[src/rtl/serial_adder_ctrl.sv]
// serial_adder_ctrl: bit-serial WIDTH-bit adder sequencing one full_adder cell LSB first
module full_adder (
  input  logic a,
  input  logic b,
  input  logic cin,
  output logic s,
  output logic cout
);
  assign s    = a ^ b ^ cin;
  assign cout = (a & b) | (cin & (a ^ b));
endmodule

module serial_adder_ctrl #(
  parameter int WIDTH = 8,
  parameter int CNT_W = (WIDTH > 1 ? $clog2(WIDTH) : 1)
) (
  input  logic             clk,
  input  logic             rst_n,
  input  logic             start,
  input  logic [WIDTH-1:0] A,
  input  logic [WIDTH-1:0] B,
  input  logic             Cin,
  output logic             busy,
  output logic             done,
  output logic [WIDTH-1:0] Sum,
  output logic             Cout
);
  typedef enum logic [1:0] {IDLE, RUN, DONE} state_t;
  state_t state_q, state_d;
  logic [WIDTH-1:0] opa_q, opa_d, opb_q, opb_d, sr_q, sr_d, sum_q, sum_d;
  logic [CNT_W-1:0] cnt_q, cnt_d;
  logic carry_q, carry_d, cout_q, cout_d;
  logic fa_s, fa_c, last;
  logic [WIDTH:0] sr_cat;
  full_adder u_fa (.a(opa_q[0]), .b(opb_q[0]), .cin(carry_q), .s(fa_s), .cout(fa_c));
  assign sr_cat = {fa_s, sr_q};
  assign last   = cnt_q == CNT_W'(WIDTH - 1);
  assign busy   = state_q == RUN;
  assign done   = state_q == DONE;
  assign Sum    = sum_q;
  assign Cout   = cout_q;
  // next state: load on start, shift one bit per RUN cycle, publish result on terminal count
  always_comb begin
    state_d = state_q;
    opa_d   = opa_q;
    opb_d   = opb_q;
    sr_d    = sr_q;
    cnt_d   = cnt_q;
    carry_d = carry_q;
    sum_d   = sum_q;
    cout_d  = cout_q;
    case (state_q)
      IDLE: if (start) begin
        opa_d   = A;
        opb_d   = B;
        carry_d = Cin;
        sr_d    = '0;
        cnt_d   = '0;
        state_d = RUN;
      end
      RUN: begin
        opa_d   = opa_q >> 1;
        opb_d   = opb_q >> 1;
        sr_d    = sr_cat[WIDTH:1];
        carry_d = fa_c;
        cnt_d   = last ? cnt_q : cnt_q + 1'b1;
        if (last) begin
          sum_d   = sr_cat[WIDTH:1];
          cout_d  = fa_c;
          state_d = DONE;
        end
      end
      DONE:    state_d = IDLE;
      default: state_d = IDLE;
    endcase
  end
  // state and datapath registers with asynchronous clear
  always_ff @(posedge clk or negedge rst_n) begin
    if (!rst_n) begin
      state_q <= IDLE;
      opa_q   <= '0;
      opb_q   <= '0;
      sr_q    <= '0;
      cnt_q   <= '0;
      carry_q <= 1'b0;
      sum_q   <= '0;
      cout_q  <= 1'b0;
    end else begin
      state_q <= state_d;
      opa_q   <= opa_d;
      opb_q   <= opb_d;
      sr_q    <= sr_d;
      cnt_q   <= cnt_d;
      carry_q <= carry_d;
      sum_q   <= sum_d;
      cout_q  <= cout_d;
    end
  end
endmodule

[config.mk]
export PLATFORM = sky130hd
export DESIGN_NAME = serial_adder_ctrl
export DESIGN_NICKNAME = d
export VERILOG_FILES = /design/src/rtl/serial_adder_ctrl.sv
export SDC_FILE = /design/constraint.sdc
export NUM_CORES = 1
export LEC_CHECK = 0
export BUFFER_PORTS_ARGS = -buffer_cell sky130_fd_sc_hd__buf_2
export CAP_MARGIN = 25
export CORE_UTILIZATION = 50
export CTS_BUF_LIST = sky130_fd_sc_hd__clkbuf_4 sky130_fd_sc_hd__clkbuf_8
export CTS_CLUSTER_SIZE = 12
export DETAILED_ROUTE_END_ITERATION = 7
export HOLD_SLACK_MARGIN = 0.08
export PLACE_DENSITY = 0.72
export SLEW_MARGIN = 10
export SYNTH_ARGS = -nofsm -noshare
export SYNTH_HDL_FRONTEND = slang
export SYNTH_SLANG_ARGS = --single-unit
[constraint.sdc]
create_clock -name clk -period 2.8 [get_ports clk]
set_input_delay 0.56 -clock clk [delete_from_list [all_inputs] [get_ports clk]]
set_output_delay 0.56 -clock clk [all_outputs]
set_load 0.1 [all_outputs]
## Yosys cells after proc, flatten, opt, wreduce, memory -nomap -nowiden

Index checks and enable logic that the tools add are counted.

| cells by class | value |
|---|---|
| multiplexer cells | 14 |
| eq/ne operators | 6 |
| add/sub/neg operators | 1 |
| bitwise operators | 5 |
| reductions and logical operators | 6 |

Operators by type and width:

| operator | number |
|---|---|
| $pmux 8 s2 | 3 |
| $mux 8 | 3 |
| $mux 3 | 2 |
| $pmux 3 s2 | 1 |
| $reduce_and 2->1 | 3 |
| $mux 2 | 2 |
| $ne 2x2->1 const B | 2 |
| $pmux 2 s2 | 1 |
| $add 3x1->3 const B | 1 |
| $eq 3x3->1 const B | 1 |
| $reduce_and 3->1 | 1 |
| $and 1x1->1 | 2 |
| $eq 2x1->1 const B | 1 |
| $eq 2x2->1 const B | 1 |
| $logic_not 2->1 | 1 |
| $ne 2x1->1 const B | 1 |
| $pmux 1 s2 | 1 |
| $reduce_bool 2->1 | 1 |
| $xor 1x1->1 | 2 |
| $mux 1 | 1 |
| $or 1x1->1 | 1 |

| storage, ports and cells | value |
|---|---|
| flip-flop bits (word level) | 39 |
| logic and storage cells | 40 |
| input port bits | 20 |
| output and inout port bits | 11 |

## Depth between registers and ports, before layout

Gate-level depths: netlist of run 1.

| depth | value |
|---|---|
| word-level depth | 4 |
| mapped depth | 5 |
| mapped depth without buffers | 4 |

## Modules after synthesis

From an unflattened synthesis of run 1, not the netlist that was laid out.

| unflattened totals | value |
|---|---|
| cells, all modules | 151 |
| area, all modules | 1788.0 um^2 |

Modules (own cells, without submodules):

| module | seq. area each (um^2) | cells each | instances | area an instance (um^2) |
|---|---|---|---|---|
| serial_adder_ctrl | 950.9 | 150 | 1 | 1767.9 |
| full_adder | 0.0 | 1 | 1 | 20.0 |

## Worst setup path after synthesis of run 1

Ideal clock, no wire load.

| timing | value |
|---|---|
| path kind | reg2out |
| start point | register state_q[1] |
| end point | output done |
| data required time | 2.240 ns |
| setup slack | 0.076 ns |
| data arrival time | 2.164 ns |
| stages on the path, launching flop included | 4 |
| cell sequence | dfrtp_1 buf_2 buf_1 nor2b_1 |

| between the ends | value |
|---|---|
| cells in the longest elaborated chain, start to end | 1 |

RTL lines:

| element | line | text |
|---|---|---|
| from (decl) | 29 | `state_t state_q, state_d;` |
| from (signal assigned) | 89 | `state_q <= state_d;` |
| $eq 2x2->1 | 39 | `assign done = state_q == DONE;` |
| to (decl) | 24 | `output logic done,` |

Every way passes these cells.

## Final worst setup path of run 1

| timing | value |
|---|---|
| start point | register state_q[0] |
| end point | output busy |

| between the ends | value |
|---|---|
| cells in the longest elaborated chain, start to end | 1 |

RTL lines:

| element | line | text |
|---|---|---|
| $eq 2x1->1 | 38 | `assign busy = state_q == RUN;` |
| to (decl) | 23 | `output logic busy,` |

Every way passes these cells.

==> summary.md, run 1 <==
| Metric | Value |
|---|---|
| Status | `completed` |
| Area occupied by multi-input gates | `between 800 and 900 µm²` |
| Setup TNS | `0 ns` |
| # setup viols final | `0` |
| Reg clk slew, reported paths | `0.07 ns` |
| Register area | `roughly 950 µm²` |
| Sequential share of the synthesized area | `between 40% and 50%` |
| Layout Nets | `between 200 and 250` |
| Final ANT Viol Nets | `0` |
| Slew headroom | `a little over two fifths` |
| Hold_ws | `0.370 ns` |
| Vias | `1287` |
| Final min period | `2.18 ns` |
| Area growth syn-to-layout | `12.4%` |
| EDFF count, synth | `0` |
| Fmax | `459 MHz` |
| Avg Synthesized Cell Area | `between 10 and 15 µm²` |
| RSZ-0062 raised after global routing | `no` |
| Yosys Warn Count | `0` |
| Ys async rst share | `100%` |
| Tcrit/Tclk final | `77.7%` |
| P_leak | `~1.1 nW` |
| Synth cell count leaders | `38 x dfrtp_1, 18 x inv_1, 16 x nor4b_1` |
| Max VDD drop | `around 0.51 mV` |
| DR vias/cell | `approximately 5.6` |
| Critical Path AT | `about 1.6 ns` |
| Mapped cell area | `~0.0020 mm²` |
| Post-CTS Setup Bufs | `0` |
| R2R depth | `3` |
| Detailed placement HPWL | `2.35 mm` |
| Final instance area | `around 0.0022 mm²` |
| Clock Path Buffers | `2` |
| Critical path type | `reg -> out` |
| Total power | `about 2.8 mW` |
| H-tree depth | `2` |
| Initial antenna violation count | `0` |
| Core footprint | `between 0.003 and 0.004 mm²` |
| Initial core utilization | `a little over half` |
| Total CTS buffers | `5` |
| Reg2Reg Setup Slack | `1.06 ns` |
| Final hold vios | `0` |
| Reg2reg start | `state_q[1]$_DFFE_PN0P_` |
| DRC | `0` |
| Cts hold-fix bufs | `0` |
| Initial DRC Count | `94` |
| Share of cells above drive strength 1 | `between 30% and 40%` |
| Number of I/O pins | `31` |
| Synth Net Count | `approximately 180` |
| Vias in the first global route | `approximately 1300` |
| Skew-Pair Late Insertion Delay | `0.29 ns` |
| CP Launch Type | `register` |
| Synth area leaders | `dfrtp_1 48%, a211oi_2 7.6%, nor4b_1 7.1%` |
| Pin count of the biggest net entering global routing | `39` |
| Die ar. | `between 0.004 and 0.005 mm²` |
| Clock sink count | `38` |
| Port-buffer cells | `30` |
| CTS root buf | `clkbuf_8` |
| Top-area cell type share of the netlist area | `48.4%` |
| R2R Path End | `carry_q$_DFFE_PN0P_` |
| DRT Wirelength | `approximately 3.6 mm` |
| Most common cell in the netlist | `dfrtp_1` |
| Library cells used by synthesis | `29` |
| Cts repair resizes | `0` |
| Synth area leader | `dfrtp_1` |
| Final Max Slew Viols | `0` |
| Pwr dens | `between 1000 and 1500 mW/mm²` |
| Drt wl/cell | `about 16 µm` |
| Cells after Synth | `153` |
| # diodes | `0` |
| TritonRoute pass-1 iters | `4` |
| Die Width | `around 65 µm` |
| Routability Congestion | `a little over 0.7` |
| Max-cap violations | `0` |
| Global-route wire length before repair | `6.29 mm` |
| Worst Path Required | `between 2 and 2.5 ns` |
| Synth Register Bits | `38` |
| Worst-Margin Slew | `around 0.84 ns` |
| Crit-path max FO | `19` |
| Die height | `64.7 µm` |
| GRT Overall Usage | `between 10% and 20%` |
| Overflow left after global routing | `0` |
| Hold Crit Class | `in -> async` |
| TritonCTS clock tree | `yes` |
| Area after DPL | `approximately 0.0021 mm²` |
| Fill cells | `between 300 and 400` |
| Clock Skews | `between 0.009 and 0.01 ns` |
| CP endpoint kind | `primary output` |
| Row count | `22` |
| Ys flop type | `dfrtp_1` |
==> cell usage in the layout, fill, tap and decap left out <==
| cell type | netlist | layout |
|---|---|---|
| nor4b_1 | 16 | 16 |
| nor2b_1 | 2 | 2 |
| nor3b_2 | 4 | 4 |
| or2_2 | 1 | 1 |
| ha_1 | 2 | 2 |
| nand2b_1 | 2 | 2 |
| and3_1 | 3 | 3 |
| nand3b_4 | 1 | 1 |
| clkinvlp_4 | 0 | 1 |
| a211oi_2 | 12 | 12 |
| a221oi_1 | 3 | 3 |
| nand2_1 | 1 | 1 |
| nand3b_1 | 1 | 1 |
| nor3b_1 | 8 | 8 |
| buf_4 | 3 | 3 |
| a22o_1 | 7 | 7 |
| o21bai_4 | 1 | 1 |
| dfrtp_1 | 38 | 38 |
| o221ai_1 | 1 | 1 |
| a21o_1 | 1 | 1 |
| a21oi_1 | 1 | 1 |
| clkinv_2 | 0 | 1 |
| buf_12 | 0 | 1 |
| inv_1 | 18 | 18 |
| a211o_1 | 3 | 3 |
| clkbuf_8 | 0 | 6 |
| nor4bb_1 | 3 | 3 |
| fa_1 | 1 | 1 |
| mux2_4 | 9 | 9 |
| buf_2 | 5 | 29 |
==> final cells by class <==
cell class	instances	share of cell area, %
well taps	48	2.72
flip-flops and latches	38	43.1
clock inverters	2	0.567
repair buffers	33	8.50
clock buffers	6	3.74
inverters	18	3.06
multi-input cells	83	38.3
==> critical path, cell delays in order (launching register included) <==
cell,delay [ns]
dfrtp_1,0.74
nor2b_1,0.20
buf_4,0.20
buf_12,0.19
==> registers in the layout, summed over array words and instances (netlist names) <==
name / cells
Sum: 8
opa_q: 8
opb_q: 8
sr_q: 7
cnt_q: 3
state_q: 2
Cout: 1
carry_q: 1
==> power by group <==
part,switching (mW),internal [mW],leakage (nW)
sequential,0.194,0.798,0.458
combinational,0.929,0.527,0.568
clock,0.193,0.198,0.0472
total,1.32,1.52,1.07
==> cells by family after synthesis <==
logic type,synth area share (%)
muxes,6.88
DFF,48.4
AOI/OAI and AO/OA,15.5
buffers and inverters,8.53
and+or+nand+nor,18.4
adders and majority gates,2.29
==> worst max-delay path by stage <==
stage / start / end / slack (ns) / cells after the start
5_1_grt: state_q[0]$_DFFE_PN0P_ / busy / 0.53 / 3
4_1_cts: state_q[0]$_DFFE_PN0P_ / busy / 0.63 / 3
3_3_place_gp: state_q[0]$_DFFE_PN0P_ / busy / 0.97 / 3
6_report: state_q[0]$_DFFE_PN0P_ / busy / 0.62 / 3
3_5_place_dp: state_q[0]$_DFFE_PN0P_ / busy / 0.94 / 3
2_1_floorplan: state_q[1]$_DFFE_PN0P_ / done / 0.08 / 3
==> metrics by stage <==
step | worst slack, ns | instances | util (%)
floorplan | 0.0762 | 153 | -
global placement | 0.967 | 220 | 56.8
detailed placement | 0.942 | 220 | 56.8
CTS | 0.631 | 228 | 59.4
global route | 0.527 | 228 | 59.4
finish | 0.624 | 228 | 59.4
==> layer usage <==
metal / global-route usage [%] / share of wire, %
met5: 0 / 0
met4: 3.33 / 0.84
met3: 5.81 / 3.4
met2: 34.3 / 52
met1: 24.2 / 43
No activity file was read; power rests on OpenSTA's default activity.
==> inputs of run 2 (changes only) <==
--- a/config.mk
+++ b/config.mk
@@ -5,6 +5,7 @@
 export SDC_FILE = /design/constraint.sdc
 export NUM_CORES = 1
 export LEC_CHECK = 0
+export ABC_AREA = 1
 export BUFFER_PORTS_ARGS = -buffer_cell sky130_fd_sc_hd__buf_2
 export CAP_MARGIN = 25
 export CORE_UTILIZATION = 50
==> constraint.sdc (replaced) <==
create_clock -name clk -period 2.1 [get_ports clk]
set_input_delay 0.42 -clock clk [delete_from_list [all_inputs] [get_ports clk]]
set_output_delay 0.42 -clock clk [all_outputs]
set_load 0.1 [all_outputs]
==> run 2 against run 1 <==
Register-to-register slack worse by 0.47 ns. Utilization is 1.1 points higher. Highest routed layer unchanged. Non-clock buffer count is 2 higher. Count of clock-buffer cells in the layout is 1 higher. Largest power group unchanged. Synthesized area is 7.4% lower.
==> summary.md, run 2 <==
| Metric | Value |
|---|---|
| Initial antenna violation count | `0 (unchanged)` |
| Sequential share of the synthesized area | `52.3% (was 48.4%)` |
| Clock Path Buffers | `2 (unchanged)` |
| Final min period | `about 2 ns` |
| Area after DPL | `0.00199 mm² (was 0.00211 mm²)` |
| Port-buffer cells | `30 (unchanged)` |
| Die ar. | `0.00388 mm² (was 0.00418 mm²)` |
| DR vias/cell | `4.74 (was 5.64)` |
| Clock sink count | `38 (unchanged)` |
| Slew headroom | `64.4% (was 43.9%)` |
| R2R depth | `4 (was 3)` |
| Hold Path Depth | `3` |
| Ys flop type | `dfrtp_1 (unchanged)` |
| Hold_sp | `A[7]` |
| Crit-path leading delay family | `buffers and inverters (was flip-flops)` |
| TritonRoute pass-1 iters | `4 (unchanged)` |
| Commonest non-fill, non-tap cell in the layout | `nand2_1 (was dfrtp_1)` |
| Pwr dens | `1710 mW/mm² (was 1290 mW/mm²)` |
| Max-cap violations | `0 (unchanged)` |
| # setup viols final | `0 (unchanged)` |
| EDFF count, synth | `0 (unchanged)` |
| Yosys Warn Count | `0 (unchanged)` |
| CTS root buf | `clkbuf_4 (was clkbuf_8)` |
| Setup slack after layout | `0.107 ns (was 0.624 ns)` |
| Vias in the first global route | `1298 (was 1336)` |
| Layout Nets | `268 (was 202)` |
| Synth area leaders | `dfrtp_1 52%, nand2_1 22%, o21ai_2 5.8% (was dfrtp_1 48%, a211oi_2 7.6%, nor4b_1 7.1%)` |
| Tcrit/Tclk final | `a little over nine tenths` |
| Synth Net Count | `235 (was 176)` |
| CP endpoint kind | `primary output (unchanged)` |
| Row count | `21 (was 22)` |
| Pin count of the biggest net entering global routing | `26 (was 39)` |
| Avg Synthesized Cell Area | `8.58 µm² (was 12.8 µm²)` |
| R2R Path End | `sr_q[1]$_DFFE_PN0P_ (was carry_q$_DFFE_PN0P_)` |
| Ys async rst share | `100% (unchanged)` |
| Die height | `62.3 µm (was 64.7 µm)` |
| Library cells used by synthesis | `17 (was 29)` |
| Critical Path Max Stage Delay | `0.47 ns (was 0.74 ns)` |
| Mapped cell area | `0.00182 mm² (was 0.00196 mm²)` |
| Die Width | `62.3 µm (was 64.7 µm)` |
| Final ANT Viol Nets | `0 (unchanged)` |
| Detailed placement HPWL | `2.18 mm (was 2.35 mm)` |
| P_leak | `1.16 nW (was 1.07 nW)` |
| Synth Register Bits | `38 (unchanged)` |
| Critical path cell sequence | `inv_2 -> nor2_2 -> buf_2 (was nor2b_1 -> buf_4 -> buf_12)` |
| TritonCTS clock tree | `yes (unchanged)` |
| Routability Congestion | `0.739 (was 0.710)` |
| Max stage delay cell, worst path | `dfrtp_1 (unchanged)` |
| Area growth syn-to-layout | `13.5% (was 12.4%)` |
| Overflow left after global routing | `0 (unchanged)` |
| Top-area cell type share of the netlist area | `52.3% (was 48.4%)` |
| WP buf/inv | `2 (unchanged)` |
| Critical Path AT | `1.57 ns (was 1.62 ns)` |
| Most frequent cells in the layout | `105 x nand2_1, 38 x dfrtp_1, 29 x buf_2, 19 x nand3_1 (was 38 x dfrtp_1, 29 x buf_2, 18 x inv_1, 16 x nor4b_1, 12 x a211oi_2)` |
| Reg clk slew, reported paths | `0.10 ns (was 0.07 ns)` |
| CP Launch Type | `register (unchanged)` |
| Share of cells above drive strength 1 | `25.6% (was 38.3%)` |
| Reg2Reg Setup Slack | `0.59 ns (was 1.06 ns)` |
| Clock Skews | `0.0119 ns (was 0.00962 ns)` |
| Hold Crit Class | `in -> reg (was in -> async)` |
| WHS Endpoint | `opa_q[7]$_DFFE_PN0P_` |
| Most common cell in the netlist | `nand2_1 (was dfrtp_1)` |
| Skew-Pair Late Insertion Delay | `0.34 ns (was 0.29 ns)` |
| DRC | `0 (unchanged)` |
| Vias | `1385 (was 1287)` |
| Total CTS buffers | `5 (unchanged)` |
| Fmax | `between 500 and 600 MHz` |
| Critical path type | `reg -> out (unchanged)` |
| Synth area leader | `dfrtp_1 (unchanged)` |
| Post-CTS Setup Bufs | `0 (unchanged)` |
| Initial DRC Count | `62 (was 94)` |
| Cells after Synth | `212 (was 153)` |
| Synth cell count leaders | `105 x nand2_1, 38 x dfrtp_1, 19 x nand3_1 (was 38 x dfrtp_1, 18 x inv_1, 16 x nor4b_1)` |
| Worst Path Required | `1.68 ns (was 2.24 ns)` |
| Worst-Margin Slew | `0.534 ns (was 0.842 ns)` |
| Fill cells | `317 (was 316)` |
| Initial core utilization | `53.3% (was 52.9%)` |
| DRT Wirelength | `3.27 mm (was 3.56 mm)` |
| Reg2reg start | `state_q[1]$_DFFE_PN0P_ (unchanged)` |
| # diodes | `0 (unchanged)` |
| Status | `completed (unchanged)` |
| Global-route wire length before repair | `5.75 mm (was 6.29 mm)` |
| Final hold vios | `0 (unchanged)` |
| Final instance area | `0.00207 mm² (was 0.00221 mm²)` |
| Crit-path max FO | `20 (was 19)` |
| RSZ-0062 raised after global routing | `no (unchanged)` |
| Setup slack at placement | `0.471 ns (was 0.942 ns)` |
| Core footprint | `0.00342 mm² (was 0.00372 mm²)` |
| Final Max Slew Viols | `0 (unchanged)` |
| Cts hold-fix bufs | `1 (was 0)` |
| Max VDD drop | `0.619 mV (was 0.510 mV)` |
| Cts repair resizes | `0 (unchanged)` |
| Setup TNS | `0 ns (unchanged)` |
| H-tree depth | `2 (unchanged)` |
| GRT Overall Usage | `19.2% (was 19.7%)` |
| Number of I/O pins | `31 (unchanged)` |
| Drt wl/cell | `11.2 µm (was 15.6 µm)` |
[run 2: worst max path at each step]
stage / start / to / slack [ns] / depth (start not counted)
floorplan: state_q[1]$_DFFE_PN0P_ / done / 0.10 / 4
global placement: state_q[1]$_DFFE_PN0P_ / done / 0.50 / 3
detailed placement: state_q[1]$_DFFE_PN0P_ / done / 0.47 / 3
CTS: state_q[1]$_DFFE_PN0P_ / done / 0.08 / 3
global route: state_q[1]$_DFFE_PN0P_ / done / 0.02 / 3
finish: state_q[1]$_DFFE_PN0P_ / done / 0.11 / 3
[run 2: logic make-up (layout without fill, tap and decap cells)]
group           count (synthesis)  in the layout  synth area share, %
fa+ha+maj                       3              3                 2.48
buf+inv                        23             57                 7.43
compound gates                 17             17                 7.77
flops                          38             38                 52.3
simple gates                  131            131                 30.1
[run 2: area by class of cell]
class	instances	area (µm²)	area share, %
flip-flops and latches	38	951	46.0
multi-input cells	151	736	35.6
repair buffers	35	205	9.93
clock buffers	7	58.8	2.85
well taps	46	57.6	2.79
inverters	14	52.6	2.54
clock inverters	1	5.00	0.242
[run 2: layer usage]
layer | wire length [µm] | track usage, % | vias to the layer above
met5 | 0 | 0 | -
met4 | 56 | 8.72 | 0
met3 | 142 | 6.07 | 6
met2 | 1560 | 29.9 | 32
met1 | 1510 | 24.5 | 627
li1 | - | - | 720
[run 2: worst reg2reg max path, stage by stage (launching register included)]
cell and delay (ns):
dfrtp_1 0.46, inv_2 0.32, nand2_2 0.11, nand2_2 0.37, o21ai_0 0.13
[run 2: power by group]
part	leakage, nW	internal, mW	switching [mW]	total, mW
registers	0.483	1.05	0.199	1.25
logic	0.635	0.488	1.39	1.88
clock network	0.0387	0.175	0.229	0.405
[run 2: per-stage QoR]
stage	instances	total power, mW	utilization, %	hold WS, ns
finish	292	3.53	60.5	0.321
global route	292	3.81	60.5	0.320
CTS	292	3.56	60.5	0.308
detailed placement	283	3.14	58.3	0.430
global placement	283	3.11	58.3	0.436
floorplan	212	2.83	-	0.124
